`config.mk`:
```
export PLATFORM = sky130hd
export DESIGN_NAME = song_select_ctrl
export DESIGN_NICKNAME = d
export VERILOG_FILES = /design/src/rtl/song_select_pkg.sv /design/src/rtl/song_page_loader.sv /design/src/rtl/song_select_ctrl.sv
export SDC_FILE = /design/constraint.sdc
export NUM_CORES = 1
export LEC_CHECK = 0
export CORE_AREA = 3 3 322 324
export DETAILED_ROUTE_END_ITERATION = 10
export DIE_AREA = 0 0 325 327
export GPL_TIMING_DRIVEN = 0
export HOLD_SLACK_MARGIN = 0.15
export PLACE_DENSITY = 0.6
export SLEW_MARGIN = 15
export SYNTH_ARGS = -nofsm -noshare
export SYNTH_HDL_FRONTEND = slang
export SYNTH_SLANG_ARGS = --single-unit
export TNS_END_PERCENT = 100
```
`constraint.sdc`:
```
create_clock -name clk -period 34.5 [get_ports clk]
set_input_delay 6.9 -clock clk [delete_from_list [all_inputs] [get_ports clk]]
set_output_delay 6.9 -clock clk [all_outputs]
set_load 0.05 [all_outputs]
```
`src/rtl/song_select_pkg.sv`:
```
// Shared constants for the song-choose screen controller and its VGA panel.
// State encoding, rows per page and the default song-name string width.
package song_select_pkg;

  localparam int NAME_BITS_DEF = 160;
  localparam int ROWS_PER_PAGE = 4;

  typedef enum logic [1:0] {
    ST_LOAD   = 2'd0,
    ST_BROWSE = 2'd1,
    ST_COMMIT = 2'd2
  } state_t;

endpackage

```
`src/rtl/song_page_loader.sv`:
```
// Four-read ROM sequencer: fetches the names of one page into row registers.
// Starts busy out of reset so page 0 is fetched as soon as reset releases.
module song_page_loader
  import song_select_pkg::*;
#(
  parameter int NAME_BITS = NAME_BITS_DEF,
  parameter int PAGE_BITS = 1
) (
  input  logic                 clk,
  input  logic                 rst,
  input  logic                 start,
  input  logic [PAGE_BITS-1:0] page,
  output logic [PAGE_BITS+1:0] rom_addr,
  input  logic [NAME_BITS-1:0] rom_data,
  output logic                 busy,
  output logic                 done,
  output logic [NAME_BITS-1:0] name_0,
  output logic [NAME_BITS-1:0] name_1,
  output logic [NAME_BITS-1:0] name_2,
  output logic [NAME_BITS-1:0] name_3
);

  logic [2:0] cnt;

  // cnt 0..3 drives the address; data for cnt-1 is captured on each step
  assign rom_addr = {page, cnt[1:0]};
  assign done     = busy && (cnt == 3'(ROWS_PER_PAGE));

  // Read sequencer and name capture registers
  always_ff @(posedge clk or posedge rst) begin
    if (rst) begin
      busy   <= 1'b1;
      cnt    <= '0;
      name_0 <= '0;
      name_1 <= '0;
      name_2 <= '0;
      name_3 <= '0;
    end else if (start) begin
      busy <= 1'b1;
      cnt  <= '0;
    end else if (busy) begin
      case (cnt)
        3'd1:    name_0 <= rom_data;
        3'd2:    name_1 <= rom_data;
        3'd3:    name_2 <= rom_data;
        3'd4:    name_3 <= rom_data;
        default: ;
      endcase
      if (done) begin
        busy <= 1'b0;
        cnt  <= '0;
      end else begin
        cnt <= cnt + 3'd1;
      end
    end
  end

endmodule

```
`src/rtl/song_select_ctrl.sv`:
```
// Song-choose screen controller: cursor/page browsing, page name fetch, selection handshake.
// Define SONG_SEL_WRAP_EN to wrap pages at the ends; otherwise the cursor saturates.
module song_select_ctrl
  import song_select_pkg::*;
#(
  parameter int NAME_BITS  = NAME_BITS_DEF,
  parameter int PAGE_COUNT = 2,
  parameter int PAGE_BITS  = 1
) (
  input  logic                 clk,
  input  logic                 rst,
  input  logic                 active,
  input  logic                 key_up,
  input  logic                 key_down,
  input  logic                 key_confirm,
  input  logic                 key_back,
  output logic [PAGE_BITS+1:0] rom_addr,
  input  logic [NAME_BITS-1:0] rom_data,
  output logic [PAGE_BITS-1:0] repertoire_page,
  output logic [1:0]           page_song_id,
  output logic [NAME_BITS-1:0] songname_1,
  output logic [NAME_BITS-1:0] songname_2,
  output logic [NAME_BITS-1:0] songname_3,
  output logic [NAME_BITS-1:0] songname_4,
  output logic                 loading,
  output logic [PAGE_BITS+1:0] sel_song_id,
  output logic                 sel_valid,
  input  logic                 sel_ready
);

  localparam logic [PAGE_BITS-1:0] LAST_PAGE = PAGE_BITS'(PAGE_COUNT - 1);
  localparam logic [PAGE_BITS-1:0] PAGE_ONE  = PAGE_BITS'(1);

  state_t               state, state_nx;
  logic [PAGE_BITS-1:0] page_nx;
  logic [1:0]           row_nx;
  logic                 valid_nx;
  logic [PAGE_BITS+1:0] id_nx;
  logic                 start;
  logic                 done;

  song_page_loader #(
    .NAME_BITS(NAME_BITS),
    .PAGE_BITS(PAGE_BITS)
  ) u_loader (
    .clk     (clk),
    .rst     (rst),
    .start   (start),
    .page    (page_nx),
    .rom_addr(rom_addr),
    .rom_data(rom_data),
    .busy    (loading),
    .done    (done),
    .name_0  (songname_1),
    .name_1  (songname_2),
    .name_2  (songname_3),
    .name_3  (songname_4)
  );

  // State, cursor and selection registers
  always_ff @(posedge clk or posedge rst) begin
    if (rst) begin
      state           <= ST_LOAD;
      repertoire_page <= '0;
      page_song_id    <= '0;
      sel_valid       <= 1'b0;
      sel_song_id     <= '0;
    end else begin
      state           <= state_nx;
      repertoire_page <= page_nx;
      page_song_id    <= row_nx;
      sel_valid       <= valid_nx;
      sel_song_id     <= id_nx;
    end
  end

  // Key decode: confirm beats movement, opposing movement keys cancel
  always_comb begin
    state_nx = state;
    page_nx  = repertoire_page;
    row_nx   = page_song_id;
    valid_nx = sel_valid;
    id_nx    = sel_song_id;
    start    = 1'b0;
    case (state)
      ST_LOAD: begin
        if (done) state_nx = ST_BROWSE;
      end
      ST_BROWSE: begin
        if (active) begin
          if (key_confirm) begin
            id_nx    = {repertoire_page, page_song_id};
            valid_nx = 1'b1;
            state_nx = ST_COMMIT;
          end else if (key_down && !key_up) begin
            if (page_song_id != 2'd3) begin
              row_nx = page_song_id + 2'd1;
            end else if (repertoire_page != LAST_PAGE) begin
              row_nx   = 2'd0;
              page_nx  = repertoire_page + PAGE_ONE;
              start    = 1'b1;
              state_nx = ST_LOAD;
            end
`ifdef SONG_SEL_WRAP_EN
            else begin
              row_nx   = 2'd0;
              page_nx  = '0;
              start    = 1'b1;
              state_nx = ST_LOAD;
            end
`endif
          end else if (key_up && !key_down) begin
            if (page_song_id != 2'd0) begin
              row_nx = page_song_id - 2'd1;
            end else if (repertoire_page != '0) begin
              row_nx   = 2'd3;
              page_nx  = repertoire_page - PAGE_ONE;
              start    = 1'b1;
              state_nx = ST_LOAD;
            end
`ifdef SONG_SEL_WRAP_EN
            else begin
              row_nx   = 2'd3;
              page_nx  = LAST_PAGE;
              start    = 1'b1;
              state_nx = ST_LOAD;
            end
`endif
          end
        end
      end
      ST_COMMIT: begin
        if (sel_ready || key_back) begin
          valid_nx = 1'b0;
          state_nx = ST_BROWSE;
        end
      end
      default: state_nx = ST_LOAD;
    endcase
  end

endmodule

```
After elaboration in Yosys (flattened, before gate mapping) --
Cells that the tools add are included.
Storage, ports and cells: register bits 653, bits of input ports 168, output and inout port bits 651, logic and storage cells 99
Operators by class: reductions and logical operators 20, bitwise logic cells 2, equal/unequal tests 17, mux-type cells 44, $add $sub $neg 5
Operators with widths (number):
- two-way mux 2 bit | 15
- two-way mux 1 bit | 24
- != test 4 bit, second input constant | 5
- AND reduction 3 bit | 5
- != test 2 bit, second input constant | 5
- two-way mux 3 bit | 3
- AND reduction 8 bit | 1
- nonzero test 2 bit | 4
- equality test 3 x 2 -> 1 bit, second input constant | 2
- case mux 2 bit (3 select lines) | 1
- AND reduction 6 bit | 1
- AND reduction 4 bit | 1
- adder 3 x 1 -> 3 bit, second input constant | 1
- equality test 3 x 1 -> 1 bit, second input constant | 1
- equality test 3 bit, second input constant | 1
- logical AND 1 bit | 3
- != test 3 x 2 -> 1 bit, second input constant | 1
- nonzero test 3 bit | 1
- adder 2 x 1 -> 2 bit, second input constant | 1
- equality test 2 x 1 -> 1 bit, second input constant | 1
- equality test 2 bit, second input constant | 1
- zero test 1 bit | 2
- zero test 2 bit | 1
- NOT 1 bit | 2
- other kinds (5) | 5

Depth between registers and ports, before layout --
Gate-level depths: netlist of the first run.
word-level depth 9, gate-level depth with buffers 10, depth with buffers taken out 6

Modules after synthesis --
From an unflattened synthesis of the first run, not the netlist that was laid out.
Second synthesis, totals: cell total of the unflattened synthesis 1445, area total of the unflattened synthesis 25351.8 sq um
Modules (own cells, without submodules):
- song_page_loader | cells each 1383, area each 24780.0 sq um, seq. area each 16116.7 sq um, times used 1
- song_select_ctrl | cells each 62, area each 571.8 sq um, seq. area each 225.2 sq um, times used 1

Least setup slack after synthesis of the first run --
No wires, ideal clock.
kind input to output, start point input active, end point output rom_addr[2], path slack 19.828 ns, path buffers 1, stages 5, data required time 27.600 ns, arrival 7.772 ns, cells stage by stage nor4bb_1 -> nand3_1 -> a21oi_1 -> nor2_1 -> buf_4
On the way: longest elaborated chain between the ends 2
Ends and longest elaborated chain:
- start, declared | RTL line song_select_ctrl.sv:12 | input logic active,
- two-way mux 1 bit | RTL line song_select_ctrl.sv:90 | if (active) begin
- two-way mux 1 bit | RTL line song_select_ctrl.sv:85 | case (state)
- end, declared | RTL line song_select_ctrl.sv:17 | output logic [PAGE_BITS+1:0] rom_addr,
No other way between the ends.

Final worst setup path of the first run --
Ends and elaborated chain as after synthesis.

==> results of run 1 <==
==> how the worst max path moves through the flow <==
stage	endpoint
after global routing	rom_addr[2]
after floorplan	page_song_id[0]$_DFFE_PP0P_
after detailed placement	rom_addr[2]
after CTS	rom_addr[2]
after global placement	u_loader.name_0[138]$_DFFE_PP0P_
final	rom_addr[2]
==> cell families (layout without fill, tap and decap cells) <==
family	Yosys count	count (layout)	share of synthesized area, %
other	0	7	0
flip-flops	653	653	62.33
multiplexers	644	644	33.38
adder cells (fa/ha/maj)	9	9	0.4295
AO/OA/AOI/OAI	16	16	0.3675
buffers and inverters	86	1048	2.696
AND/OR/NAND/NOR	36	36	0.7589
XOR/XNOR	1	1	0.03341
==> state kept, by name (all words and copies together), names as in the netlist <==
name and flops:
sel_valid 1, state 2, u_loader.name_0 160, sel_song_id 3, repertoire_page 1, page_song_id 2
u_loader.name_1 160, u_loader.name_3 160, u_loader.busy 1, u_loader.cnt 3, u_loader.name_2 160
==> layout make-up <==
class	instances	area, sq um	area share (%)
tap	1368	1712	4.416
clock buffer	119	2287	5.901
multi-input combinational	706	9168	23.65
timing repair buffer	824	8353	21.55
sequential	653	16340	42.16
buffer	77	673.1	1.737
inverter	9	41.29	0.1065
clock inverter	19	166.4	0.4293
antenna	7	17.52	0.04519
==> placed cells by master, fill, tap and decap left out, types with 2 or more instances in the layout <==
master,n
nand3_1,2
o21ai_0,5
mux2_2,242
ha_1,9
a31oi_1,3
clkinv_4,2
clkinv_8,2
clkbuf_8,16
inv_1,8
buf_16,6
buf_4,3
dfrtp_1,652
nand2_1,6
clkinvlp_4,2
buf_6,45
buf_2,28
and2_1,3
inv_6,3
mux2i_1,2
clkinv_2,9
and4_1,2
nand2b_1,3
and3_1,3
nor2_1,10
a21oi_1,4
clkbuf_1,25
diode_2,7
clkbuf_16,79
mux2_4,400
clkdlybuf4s50_1,818
==> critical path, cell delays in order <==
cell and delay, ps:
clkdlybuf4s50_1 540, nor4bb_1 550, a21oi_1 140, nor2_1 150, buf_4 130, clkdlybuf4s50_1 840
==> stage by stage <==
stage          utilization, %  area, sq um  hold slack (ps)  instances
2_1_floorplan               -        26220            523.3       1445
3_3_place_gp            35.60        36120            477.0       3631
3_5_place_dp            35.77        36290            479.9       3637
4_1_cts                 38.19        38740            494.1       3775
5_1_grt                 38.20        38750            512.0       3779
6_report                38.21        38760            487.7       3782
==> layer usage <==
metal  up-vias  global-route usage [%]
li1       6934                       -
met1      8409                   18.59
met2       625                   27.59
met3       152                   4.896
met4         0                   6.727
met5         -                       0
==> metrics.txt, run 1 <==
status=finished, final reports clean; clock-pin slew on the worst setup and hold paths=50 ps; Initial DRT Pass Iterations=4; IO Count=819; Met3 Routed Length=6159 microns; Mapped Area=0.02622 sq mm; post-route worst setup slack=18340 ps; ANT nets after route=0; drt initial violations=712; Most used DFF post-synth=dfrtp_1; Max Fclk=0.06189 GHz; fill count=9437; Final Hold Fails=0; Rel. slew slack=56.87%; R2R setup slack=31620 ps; largest net degree at the start of global routing=115; # setup viols final=0; TritonCTS clock tree=done; die area=0.1063 sq mm; WL final=87620 microns; critical path endpoint category=output pin; uppermost routed layer=met4; Vias/cell=4.262; HPWL Detailed=65010 microns; pre-CTS setup slack=18380 ps; Post-CTS Setup Bufs=0; Synth cell types=33; antenna violations before repair=4; CTS root buf=clkbuf_16; Die X=325 microns; Synth Instances=1445; Clock Skew=18.96 ps; Net count, final=2526; ys async rst share=100.0%; Syn Nets=1622; Max-Cap Viols=0; critical path fanouts, max=5; GR Overflow Total=0; Worst EP arrival=9260 ps; final max-slew violation count=0; Min-Delay Startpoint=sel_song_id[0]$_DFFE_PP0P_; Hold-fix buffers, CTS=0; total core area=0.1014 sq mm; Worst Setup SP=active; Starting Density=25.84%; crit share post-route=46.84%; largest area contributor in the netlist=dfrtp_1; synthesized flop and latch total=653; vias post-DR=16120; Layout area overhead=47.85%; WL per Instance=23.17 microns; Sink Count=653; CP Class=in2out; Slew @ Worst Pin=647.0 ps; row count=117; setup repair after global routing missed its margin=no; Post-synth EDFFs=0; top cell type's share of synthesized area=62.23%; crit path time final=16160 ps; worst min path class=reg2reg; FF-to-FF End=u_loader.name_2[154]$_DFFE_PP0P_; Metal-1 WL=34310 microns; first-pass GRT wire length=127600 microns; Setup crit start kind=input port; # DRC=0; Avg Inst Size Synth=18.14 sq um; layout cell share with drive strength beyond 1=34.90%; hold depth=2; hold endpoint=sel_song_id[0]$_DFFE_PP0P_; top-count cell post-synth=dfrtp_1; synth top area cells=dfrtp_1 62%, mux2_4 23%, mux2_2 10%, buf_6 1.9%, buf_2 0.53%; routed wl met2=44020 microns; Max clock buf depth=3; sequential element share of the synthesized area=62.33%; reg2reg start=page_song_id[0]$_DFFE_PP0P_; top post-synthesis cells by count=652 x dfrtp_1, 400 x mux2_4, 242 x mux2_2; RePlAce Congestion=0.8017; Worst Path Required=27600 ps; htree depth=3; Die Y=327 microns; GR Util All Layers=16.06%; vias in the first global route=17780; Register-to-Register Path Depth=8; CTS buffer count=78; CTS resizes=0; Worst-Skew Late Latency=620 ps; I/O Buffers=818; YS warnings=0; Setup TNS Final=0 ps
Power of run 1 is not shown: default switching activity piles up to over one toggle a cycle in this logic, so the estimate is an artifact.
==> run 2: changes to the inputs <==
==> constraint.sdc (replaced) <==
create_clock -name clk -period 15.8 [get_ports clk]
set_input_delay 3.16 -clock clk [delete_from_list [all_inputs] [get_ports clk]]
set_output_delay 3.16 -clock clk [all_outputs]
set_load 0.05 [all_outputs]
==> metrics.txt, run 2 (synthesized netlist as in run 1, its figures left out) <==
htree depth=3 (unchanged); HPWL Detailed=65870 microns (+1.3%); CTS resizes=0 (unchanged); critical path endpoint category=output pin; IO Count=819 (unchanged); vias post-DR=16017 (-0.64%); Slew @ Worst Pin=808.1 ps (+161.1 ps); Rel. slew slack=46.01% (-11 points); I/O Buffers=818 (unchanged); setup repair after global routing missed its margin=no; Max clock buf depth=3 (unchanged); Max-Cap Viols=0 (unchanged); CP Class=in2out; final max-slew violation count=0 (unchanged); TritonCTS clock tree=done; Initial DRT Pass Iterations=4 (unchanged); R2R setup slack=13060 ps (-18560 ps); # DRC=0 (unchanged); Die X=325 microns (unchanged); layout cell share with drive strength beyond 1=35.54% (+0.64 points); Clock Skew=26.33 ps (+7.369 ps); Hold-fix buffers, CTS=0 (unchanged); CTS buffer count=76 (-2.6%); critical path fanouts, max=5 (unchanged); GR Overflow Total=0 (unchanged); WL final=86950 microns (-0.77%); total core area=0.1014 sq mm (unchanged); most used cells in the layout excluding fill and tap cells=818 x clkdlybuf4s50_1, 652 x dfrtp_1, 400 x mux2_4; row count=117 (unchanged); Starting Density=25.84% (unchanged); grt met2 use=27.09% (-0.51 points); pre-CTS setup slack=7065 ps (-11320 ps); Worst EP arrival=5620 ps (-3640 ps); Final Hold Fails=0 (unchanged); first-pass GRT wire length=127300 microns (-0.29%); Post-CTS Setup Bufs=0 (unchanged); # setup viols final=0 (unchanged); Top Usage Layer GRT=met2; largest net degree at the start of global routing=41 (-64%); status=finished, final reports clean; worst min path class=reg2reg; Die Y=327 microns (unchanged); Net count, final=2537 (+0.44%); RePlAce Congestion=0.7961 (-0.70%); GR Util All Layers=16.05% (about the same); clock-pin slew on the worst setup and hold paths=60 ps (about the same); fill count=9348 (-0.94%); Worst-Skew Late Latency=630 ps (about the same); vias in the first global route=17751 (-0.16%); Sink Count=653 (unchanged); crit path time final=8776 ps; WL per Instance=22.92 microns (-1.1%); GRT met3 Usage=5.083% (+0.19 points); Max Fclk=0.1139 GHz; antenna violations before repair=6 (+2); crit share post-route=55.54%; ANT nets after route=0 (unchanged); die area=0.1063 sq mm (unchanged); CTS root buf=clkbuf_16; post-route worst setup slack=7024 ps (-11320 ps); Worst Path Required=12640 ps (-14960 ps); commonest non-fill, non-tap cell in the layout=clkdlybuf4s50_1; met1 Usage GRT=18.94% (+0.35 points); Vias/cell=4.223 (-0.93%); drt initial violations=673 (-5.5%); Setup crit start kind=input port; Layout area overhead=49.40%
-- run 2: cell count changes in the layout (fill, tap and decap cells not counted), moves of 2 or more --
| cell | delta |
|---|---|
| clkbuf_8 | +4 |
| diode_2 | -2 |
| clkbuf_1 | -7 |
| clkinvlp_4 | +2 |
| bufinv_16 | +7 |
| buf_16 | -6 |
| buf_12 | +19 |
| inv_6 | -2 |
| clkinv_2 | -2 |
-- run 2: worst max-delay path, stage by stage --
cell             delay [ps]
clkdlybuf4s50_1         550
nor4bb_1                610
a21oi_1                 170
nor2_1                  180
buf_4                   130
clkdlybuf4s50_1         810
-- run 2: path summary, 6_finish.rpt --
check	startpoint	end	cells past startpoint
setup / recovery	active	rom_addr[2]	6
setup reg to reg	page_song_id[0]$_DFFE_PP0P_	u_loader.name_2[153]$_DFFE_PP0P_	8
max in group asynchronous	rst	u_loader.name_1[117]$_DFFE_PP0P_	8
min in group asynchronous	rst	u_loader.name_0[31]$_DFFE_PP0P_	2
hold / removal	u_loader.name_0[141]$_DFFE_PP0P_	u_loader.name_0[141]$_DFFE_PP0P_	1
hold reg to reg	u_loader.name_0[141]$_DFFE_PP0P_	u_loader.name_0[141]$_DFFE_PP0P_	1
-- run 2: stage by stage --
stage	setup TNS [ps]	area, sq um	hold slack, ps	cells	utilization, %
finish	0	39170	501.8	3793	38.61
global route	0	39160	512.8	3791	38.60
CTS	0	39160	506.8	3788	38.60
detailed placement	0	36500	491.2	3650	35.98
global placement	-5157	36120	481.5	3631	35.60
floorplan	0	26220	523.3	1445	-
-- run 2: metal layers --
layer,vias to the layer above,wire length [microns]
li1,6943,-
met4,0,3176
met2,600,42630
met1,8333,34970
met5,-,0
met3,141,6178
-- run 2: final cells by class --
class                           count  area (sq um)  area share, %
Multi-Input combinational cell    706          9168          23.41
Buffer                             77         673.1          1.719
Inverter                            9         37.54        0.09583
Clock buffer                      115          2291          5.849
Clock inverter                     23         364.1         0.9296
Sequential cell                   653         16340          41.72
Antenna cell                        5         12.51        0.03194
Tap cell                         1368          1712          4.370
Timing Repair Buffer              837          8568          21.88
Power of run 2 is left out for the same reason.
